$ cat src/rtl/mem_arb_pkg.sv
// Shared types and constants for the two-master memory arbiter.
package mem_arb_pkg;

  typedef enum logic [1:0] {IDLE, ACCESS, CAPTURE, RELEASE} arb_state_t;

  localparam logic MASTER_CPU = 1'b0;
  localparam logic MASTER_VID = 1'b1;

  localparam int ACK_LATENCY_BASE = 3;

  // Round-robin pick: on a tie the master that did not finish last wins.
  function automatic logic rr_pick(input logic m0_pend, input logic m1_pend,
                                   input logic last_grant);
    if (m0_pend && m1_pend) return ~last_grant;
    else if (m0_pend)       return MASTER_CPU;
    else                    return MASTER_VID;
  endfunction

endpackage

$ cat src/rtl/mem_arbiter.sv
// Serialises CPU read/write and video/DMA read requests onto one synchronous
// single-port RAM, answering each access with a one-cycle ack pulse.
module mem_arbiter
  import mem_arb_pkg::*;
#(
  parameter int ADDR_W      = 16,
  parameter int WAIT_STATES = 0
) (
  input  logic              clk,
  input  logic              reset_n,
  input  logic [ADDR_W-1:0] m0_addr,
  input  logic              m0_rd_req,
  input  logic              m0_wr_en,
  input  logic [7:0]        m0_wr_data,
  output logic [7:0]        m0_rd_data,
  output logic              m0_ack,
  input  logic [ADDR_W-1:0] m1_addr,
  input  logic              m1_rd_req,
  output logic [7:0]        m1_rd_data,
  output logic              m1_ack,
  output logic [ADDR_W-1:0] ram_addr,
  output logic              ram_we,
  output logic [7:0]        ram_wr_data,
  input  logic [7:0]        ram_rd_data
);

  generate
    if (WAIT_STATES < 0 || WAIT_STATES > 15) begin : g_bad_wait_states
      $error("mem_arbiter: WAIT_STATES must be in 0..15");
    end
  endgenerate

  localparam logic [3:0] WCNT_LOAD = 4'(WAIT_STATES);

  arb_state_t state;
  logic       cur;
  logic       last_grant;
  logic       is_write;
  logic [3:0] wcnt;

  logic m0_pend;
  logic m1_pend;
  logic grant;

  assign m0_pend = m0_rd_req | m0_wr_en;
  assign m1_pend = m1_rd_req;
  assign grant   = rr_pick(m0_pend, m1_pend, last_grant);

  always_ff @(posedge clk) begin
    if (!reset_n) begin
      state       <= IDLE;
      cur         <= MASTER_CPU;
      last_grant  <= MASTER_VID;
      is_write    <= 1'b0;
      wcnt        <= 4'd0;
      ram_addr    <= '0;
      ram_we      <= 1'b0;
      ram_wr_data <= 8'd0;
      m0_rd_data  <= 8'd0;
      m1_rd_data  <= 8'd0;
      m0_ack      <= 1'b0;
      m1_ack      <= 1'b0;
    end else begin
      ram_we <= 1'b0;
      m0_ack <= 1'b0;
      m1_ack <= 1'b0;
      case (state)
        IDLE: begin
          if (m0_pend || m1_pend) begin
            cur   <= grant;
            wcnt  <= WCNT_LOAD;
            state <= ACCESS;
            if (grant == MASTER_CPU) begin
              // A write wins over a simultaneous read request.
              ram_addr    <= m0_addr;
              is_write    <= m0_wr_en;
              ram_we      <= m0_wr_en;
              ram_wr_data <= m0_wr_data;
            end else begin
              ram_addr <= m1_addr;
              is_write <= 1'b0;
            end
          end
        end
        ACCESS: begin
          if (wcnt != 4'd0) wcnt <= wcnt - 4'd1;
          else              state <= CAPTURE;
        end
        CAPTURE: begin
          if (!is_write) begin
            if (cur == MASTER_CPU) m0_rd_data <= ram_rd_data;
            else                   m1_rd_data <= ram_rd_data;
          end
          if (cur == MASTER_CPU) m0_ack <= 1'b1;
          else                   m1_ack <= 1'b1;
          last_grant <= cur;
          state      <= RELEASE;
        end
        RELEASE: state <= IDLE;
        default: state <= IDLE;
      endcase
    end
  end

endmodule

$ cat config.mk
export PLATFORM = sky130hd
export DESIGN_NAME = mem_arbiter
export DESIGN_NICKNAME = d
export VERILOG_FILES = /design/src/rtl/mem_arb_pkg.sv /design/src/rtl/mem_arbiter.sv
export SDC_FILE = /design/constraint.sdc
export NUM_CORES = 1
export LEC_CHECK = 0
export CORE_ASPECT_RATIO = 2
export CORE_MARGIN = 4
export CORE_UTILIZATION = 45
export CTS_CLUSTER_DIAMETER = 30
export DETAILED_ROUTE_END_ITERATION = 10
export GPL_ROUTABILITY_DRIVEN = 0
export PLACE_DENSITY = 0.84
export SLEW_MARGIN = 20
export SYNTH_ARGS = -nofsm -noshare
export SYNTH_HDL_FRONTEND = slang
export SYNTH_SLANG_ARGS = --single-unit
$ cat constraint.sdc
create_clock -name clk -period 2.2 [get_ports clk]
set_input_delay 0.33 -clock clk [delete_from_list [all_inputs] [get_ports clk]]
set_output_delay 0.33 -clock clk [all_outputs]
set_load 0.005 [all_outputs]
After elaboration in Yosys (flattened, before gate mapping)
Cells that the tools add are included.
Widths: inputs -> output; s select.
{ "word_totals": {"output_inout_bits": 43, "in_bits": 53, "elab_cells": 49, "register_bits": 52} }
{ "op_classes": {"addsub": 1, "eq_ne": 6, "mux": 12, "reduce_logical": 13, "bitwise": 5} }
{ "ops": {"columns": ["operator", "n"], "rows": [
  ["$mux 16", 1],
  ["$reduce_and 3->1", 5],
  ["$mux 4", 2],
  ["$pmux 2 s4", 1],
  ["$pmux 4 s2", 1],
  ["$ne 2x2->1 const B", 3],
  ["$reduce_and 2->1", 3],
  ["$mux 1", 5],
  ["$eq 2x2->1 const B", 2],
  ["$mux 2", 2],
  ["$not 1->1", 4],
  ["$reduce_bool 4->1", 1],
  ["$sub 4x1->4 const B", 1],
  ["$eq 2x1->1 const B", 1],
  ["$logic_not 2->1", 1],
  ["$reduce_bool 2->1", 1],
  ["$logic_and 1x1->1", 1],
  ["$logic_or 1x1->1", 1],
  ["$or 1x1->1", 1]
]} }

Longest topological paths before layout
Gate-level depths: netlist (run 1).
{ "logic_depth": {"depth_word": 5, "depth_mapped": 6} }

Worst setup path after synthesis (run 1)
OpenSTA, ideal clock, no wires.
{ "synth_path": {"kind": "register to register", "start": "register state[0]", "end": "register state[0]", "required_time_ps": 2074, "path_stages_with_launch": 6, "synth_period_minus_slack_ps": 1446, "slack_ps": 754, "path_buffers": 0, "arrival_time_ps": 1320, "setup_time_ps": 126, "cell_sequence": "dfxtp_1 > inv_1 > ha_1 > or4b_4 > o221ai_1 > a21oi_1"} }
{ "synth_between": {"elab_chain_len": 3, "word_cells_on_any_way": 8} }
{ "synth_lines": {"columns": ["item", "line_no", "source"], "rows": [
  ["start: declaration", "mem_arbiter.sv:35", "arb_state_t state;"],
  ["start signal: assignment", "mem_arbiter.sv:51", "state <= IDLE;"],
  ["start signal: assignment", "mem_arbiter.sv:72", "state <= ACCESS;"],
  ["start signal: assignment", "mem_arbiter.sv:87", "else state <= CAPTURE;"],
  ["$eq 2x1->1 or $logic_not 2->1 (tied branches)", "mem_arbiter.sv:67", "case (state)"],
  ["$ne 2x2->1 (no line)", null, null],
  ["$reduce_and 2->1 (no line)", null, null]
]} }
Several ways; a longest one is shown, not always the timed one.
A chain may end at the register's enable or synchronous reset.

Final worst setup path (run 1)
{ "layout_path": {"start": "register state[0]", "end": "register ram_wr_data[2]"} }
{ "layout_between": {"elab_chain_len": 2} }
{ "layout_lines": {"columns": ["item", "line_no", "source"], "rows": [
  ["$logic_not 2->1", "mem_arbiter.sv:67", null],
  ["$reduce_and 3->1 (no line)", null, null],
  ["end signal: assignment", "mem_arbiter.sv:78", "ram_wr_data <= m0_wr_data;"],
  ["end: declaration", "mem_arbiter.sv:23", "output logic [7:0] ram_wr_data,"]
]} }
No other way between the ends.

==> impl_metrics.csv, run 1 <==
group,metric,value,unit
status,status,"finished clean",
worst_setup_path,required,2.39,ns
power,leakage,1.31,nW
placement,dp.cells,395,
synth,ys.flop_type,"dfxtp_1",
flow_run,drv_cap,0,
sta,max_freq,577,MHz
synth,seq_area_frac_synth,46.0,%
clock_network,htreeDepth,2,
worst_setup_path,r2r_slack,0.47,ns
routing,drt_iter0_drc,61,
die,die_area,6290,µm²
grt,grt_max_degree,33,
synth,synthSimpleGateAreaFrac,17.0,%
synth,synth_cell_types,38,
finish,fin_cells,403,
finish,n_antenna_cell,0,
finish,multi_input_area,1100,µm²
sta,fin_skew,0.00653,ns
die,die_y,108,µm
sta,finalMaxSlewViolations,0,
die,row_count,36,
worst_setup_path,r2r-start,"state[0]",
synth,synthAdderAreaFrac,2.77,%
clock_network,numCtsBuffers,5,
synth,syn_inst,253,
finish,num-fill-cells,376,
synth,synth_xor_area_share,0,%
clock_network,clk_pin_slew_worst_paths,0.10,ns
routing,ant_nets,0,
worst_setup_path,path_buf_inv,3,
power,design_power_total,3.22,mW
placement,io_buffer_count,95,
synth,yosys.area.top_type,"dfxtp_1",
clock_network,cts_root_buf,"clkbuf_8",
die,initial_core_util,46.5,%
clock_network,cts_tree,"built",
sta,tns,0,ns
worst_setup_path,max_stage_delay,0.35,ns
clock_network,cts_hold_buffers,0,
worst_setup_path,crit_type,"flop to flop",
sta,max_slew_margin,64.4,%
sta,setup_violations,0,
power,power_density,951,nW/µm²
worst_setup_path,endpoint_kind,"flop",
worst_setup_path,crit_arrival,1.92,ns
synth,syn_nets,311,
worst_setup_path,setup.worst_path.start_class,"flop",
grt,antenna_found_initial,0,
sta,whs,0.475,ns
synth,yosys-mux-area-fraction,7.97,%
worst_setup_path,cp-startpoint,"state[0]",
synth,synth_edf_count,0,
routing,drt_pre_antenna_iters,6,
synth,synthArstFlopShare,0,%
sta,worst_pin_slew,0.532,ns
synth,synth_compound_area_share,20.6,%
clock_network,clkSinkCount,52,
finish,nNetsFinal,403,
routing,vias,2221,
power,ir_worst_vdd,665,µV
routing,wire_per_inst,15.1,µm
grt,grt-ovfl-total,0,
worst_setup_path,path_delay_family,"buffers and inverters",
routing,drt_wl_total,6070,µm
sta,hold_viol_final,0,
synth,synth_top_family_by_area,"compound AO/OA/AOI/OAI gates",
hold_path,hold_path.class,"flop to flop",
clock_network,cts_resized,0,
synth,ys_seq_elements,52,
hold_path,hold_start,"ram_wr_data[1]",
clock_network,clkLatencyLatePin,0.31,ns
sta,final.min_clock_period,1.73,ns
die,ios,96,
clock_network,ctsLongestPathBuffers,2,
sta,period_share,78.8,%
finish,drive_gt1_share,7.23,%
synth,synth_area,2260,µm²
worst_setup_path,cp_slowest_cell,"dfxtp_1",
grt,globalRouteTotalUtil,19.5,%
worst_setup_path,crit_chain,"inv_1 -> ha_1 -> buf_4 -> clkinv_1 -> o31ai_1 -> a21oi_1",
worst_setup_path,path_max_fanout,10,
grt,grt_pass1_wl,9730,µm
synth,synth_area_leaders,"dfxtp_1, mux2i_1, o21ai_0",
clock_network,cts_setup_buffers,0,
routing,vias_per_cell,5.51,
synth,syn_avg_cell_area,8.94,µm²
placement,dp_hpwl,4700,µm
die,core-area,4860,µm²
routing,drc,0,
finish,area_delta_synth_final,49.9,%
grt,grt_pass1_vias,2220,
synth,yosys_warnings,0,
synth,synth_top_area_share,46.0,%
die,die_w,58.1,µm
finish,seqCellArea,1040,µm²
sta,rsz0062_at_grt,"false",
## worst min-delay path: cells and delay by family, from the launching register on
family,cells,cell delay [ns]
AOI/OAI and AO/OA,2,0.12
DFF,1,0.32
## path summary, 6_finish.rpt
kind,to,cells after the start
worst max-delay path,ram_wr_data[2],6
worst min-delay path,ram_wr_data[1],2
worst max register to register,ram_wr_data[2],6
worst min register to register,ram_wr_data[1],2
## cell families after synthesis
family | Yosys count
buffers and inverters | 28
AOI/OAI and AO/OA | 78
muxes | 18
DFF | 52
and+or+nand+nor | 72
adders and majority gates | 5
## through the flow
stage               setup WS (ns)  utilization [%]  cell area (µm²)
finish                      0.466             69.7             3390
global route                0.306             69.7             3390
CTS                         0.474             69.7             3390
detailed placement          0.333             67.3             3270
global placement            0.375             67.3             3270
floorplan                   0.754                -             2260
## cells in the final DEF (no fill, tap or decap), types with 2 or more instances in the layout
cell,synthesis,final
a211oi_1,2,2
a21oi_1,11,11
a31oi_1,17,17
buf_4,2,12
clkbuf_8,0,5
clkdlybuf4s50_1,0,95
dfxtp_1,52,52
ha_1,5,5
inv_1,5,5
mux2i_1,18,18
nand2_1,7,7
nand2b_1,3,3
nand3_1,19,19
nand4_1,9,9
nor2_1,19,19
nor3b_1,3,2
o21ai_0,26,26
o21ai_1,7,7
o31ai_1,9,9
or3_1,2,2
## layout make-up
cell class | instances | area share [%]
Clock inverter | 3 | 1.37
Clock buffer | 5 | 2.03
Tap cell | 57 | 2.10
Inverter | 6 | 0.664
Timing Repair Buffer | 107 | 30.7
Sequential cell | 52 | 30.7
Multi-Input combinational cell | 173 | 32.4
## where the power goes
group          internal, mW  switching, mW
registers              1.16          0.127
clock network         0.343          0.329
logic                 0.685          0.585
total                  2.18           1.04
## layer usage
layer  vias up  share of wire (%)  wire (µm)  track usage (%)
met1      1012                 36       2200             18.6
met3        11                7.0        427             5.73
met2        87                 55       3330             37.4
li1       1111                  -          -                -
met5         -                  0          0                0
met4         0                1.8        112             7.96
## synth_stat cells (all sizes together), types with 2 or more instances
cell type and count:
dfxtp 52, o21ai 33, nor2 20, nand3 19, mux2i 18, a31oi 17, buf 15, a21oi 11
nand4 9, o31ai 9, clkbuf 7, nand2 7, ha 5, inv 5, nand2b 3, nor3b 3
a211oi 2, or3 2
## flip-flops by register name (all words and copies together), names as in the netlist
register / flops
m1_rd_data: 8
ram_addr: 16
last_grant: 1
ram_we: 1
is_write: 1
cur: 1
m1_ack: 1
state: 2
m0_rd_data: 8
wcnt: 4
m0_ack: 1
ram_wr_data: 8
Note: power is estimated with default switching activity, not from simulation.
==> run 2, diff against run 1 <==
Settings changed: CORE_UTILIZATION 45 to 42, PLACE_DENSITY 0.84 to 0.79.
Clock period 2.2 ns to 1.7 ns, I/O delays scaled along.
==> run 2 against run 1 <==
  * Clock power grew 11%
  * Final area grew 1.9%
  * Global-route usage shrank 0.25 points
  * First-iteration DRC count grew 16%
  * Register-to-register slack lost 0.33 ns
  * Fmax grew 11%
  * Via count grew 1.7%
  * Core utilization shrank 3.0 points
  * Final cell count grew 2.5%
  * Clock skew grew 0.0017 ns
  * Largest cell class is now non-clock buffers
==> impl_metrics.csv, run 2 (same netlist as run 1, synthesis figures left out) <==
group,metric,value,unit
hold_path,whs_path_depth,2,
placement,dpl_cell_area,3360,µm²
grt,grt-ovfl-total,0,
routing,drt_wl_total,6240,µm
finish,drive_gt1_share,9.86,%
routing,drc,0,
power,power_density,1210,nW/µm²
sta,whs,0.475,ns
worst_setup_path,r2r_cells,6,
power,p_sw,1.40,mW
sta,fin_skew,0.00828,ns
clock_network,cts_tree,"built",
grt,grt_max_degree,33,
worst_setup_path,max_stage_delay,0.36,ns
worst_setup_path,required,1.90,ns
clock_network,htreeDepth,2,
hold_path,worstHoldEndpoint,"ram_wr_data[6]",
clock_network,cts_root_buf,"clkbuf_8",
clock_network,clk_pin_slew_worst_paths,0.10,ns
power,internal-power,2.77,mW
die,initial_core_util,43.6,%
placement,io_buffer_count,95,
sta,hold_viol_final,0,
worst_setup_path,worst_r2r_endpoint,"ram_wr_data[2]",
routing,vias_per_cell,5.47,
finish,multi_input_area,1100,µm²
die,row_count,37,
sta,finalMaxSlewViolations,0,
finish,area_delta_synth_final,52.8,%
die,die_w,59.9,µm
worst_setup_path,r2r-start,"state[0]",
power,power_frac_comb,42.4,%
sta,setup_violations,0,
clock_network,cts_hold_buffers,0,
clock_network,clkLatencyLatePin,0.31,ns
worst_setup_path,path_max_fanout,9,
clock_network,clkSinkCount,52,
grt,grt_pass1_wl,10100,µm
sta,worst_pin_slew,0.503,ns
routing,wire_per_inst,15.1,µm
sta,rsz0062_at_grt,"false",
die,die_area,6690,µm²
finish,final_cell_mix,"clkdlybuf4s50_1, dfxtp_1, o21ai_0",
clock_network,numCtsBuffers,5,
hold_path,hold_start,"ram_wr_data[6]",
worst_setup_path,setup.worst_path.start_class,"flop",
finish,num-fill-cells,425,
worst_setup_path,crit_type,"flop to flop",
die,ios,96,
flow_run,drv_cap,0,
worst_setup_path,r2r_slack,0.13,ns
worst_setup_path,crit_chain,"inv_1 -> ha_1 -> buf_4 -> clkinv_1 -> o31ai_1 -> a21oi_1",
power,clock_power_share,18.0,%
power,p_sw_share,33.5,%
finish,largest_reg_flops,16,
sta,max_freq,638,MHz
routing,drt_pre_antenna_iters,4,
grt,grt_pass1_vias,2259,
grt,globalRouteTotalUtil,19.3,%
finish,n_antenna_cell,0,
routing,ant_nets,0,
power,design_power_total,4.17,mW
routing,drt_iter0_drc,71,
power,ir_worst_vdd,928,µV
die,die_y,112,µm
finish,nNetsFinal,412,
hold_path,hold_path.class,"flop to flop",
worst_setup_path,endpoint_kind,"flop",
status,status,"finished clean",
finish,layout_commonest_cell,"clkdlybuf4s50_1",
placement,dp_hpwl,4860,µm
power,seq_power_share,39.6,%
sta,period_share,92.2,%
clock_network,ctsLongestPathBuffers,2,
routing,vias,2259,
grt,antenna_found_initial,0,
finish,regMostFlops,"ram_addr",
sta,final.min_clock_period,1.57,ns
finish,seqCellArea,1040,µm²
die,core-area,5180,µm²
sta,tns,0,ns
finish,postLayoutCellArea,3450,µm²
worst_setup_path,cp_slowest_cell,"dfxtp_1",
sta,max_slew_margin,66.4,%
power,leakage,1.36,nW
worst_setup_path,crit_arrival,1.76,ns
-- run 2: worst max-delay path by stage --
stage               slack (ns)  cells past startpoint  startpoint              to
detailed placement       -0.02                      4    m0_wr_en         wcnt[1]
CTS                        0.1                      6    state[0]         wcnt[2]
global route              0.01                      6    state[0]  ram_wr_data[5]
floorplan                 0.25                      5    state[0]        state[0]
finish                    0.13                      6    state[0]  ram_wr_data[2]
global placement         0.005                      4    m0_wr_en        state[0]
-- run 2: final cells by class --
cell class / count / share of cell area (%)
inverters: 6 / 0.652
clock inverters: 3 / 0.761
clock buffers: 5 / 1.99
multi-input cells: 173 / 31.9
repair buffers: 116 / 32.5
flip-flops and latches: 52 / 30.1
well taps: 58 / 2.10
-- run 2: worst max-delay path, delay by kind of cell, from the launching register on --
| family | cells | cell delay [ns] |
|---|---|---|
| flops | 1 | 0.36 |
| fa+ha+maj | 1 | 0.22 |
| compound gates | 2 | 0.41 |
| buf+inv | 3 | 0.47 |
-- run 2: stage by stage --
| stage | setup slack, ns | std cells | utilization (%) |
|---|---|---|---|
| after floorplan | 0.254 | 253 | - |
| after global placement | 0.00506 | 405 | 64.7 |
| after detailed placement | -0.0207 | 405 | 64.7 |
| after CTS | 0.0960 | 413 | 66.6 |
| after global routing | 0.0147 | 413 | 66.6 |
| final | 0.132 | 413 | 66.6 |
-- run 2: power groups by stage --
stage                     Clock [mW]  Combinational (mW)  Sequential [mW]
final                          0.749                1.77             1.65
after global routing           0.789                1.94             1.68
after CTS                      0.758                1.79             1.65
after detailed placement           0                1.78             1.67
after global placement             0                1.75             1.66
after floorplan                    0               0.833             1.68
-- run 2: what timing repair did --
action | CTS | global route
gates resized for setup | 0 | 2
endpoints found under the setup margin | 0 | 1
buffers inserted | 0 | 0
-- run 2: metal layers --
layer	up-vias	part of all wire, %	wire, µm	track usage (%)
met5	-	0	0	0
met4	0	4.1	253	9.62
met3	20	5.8	360	4.41
met2	94	55	3460	35.5
met1	1019	35	2160	18.7
li1	1126	-	-	-
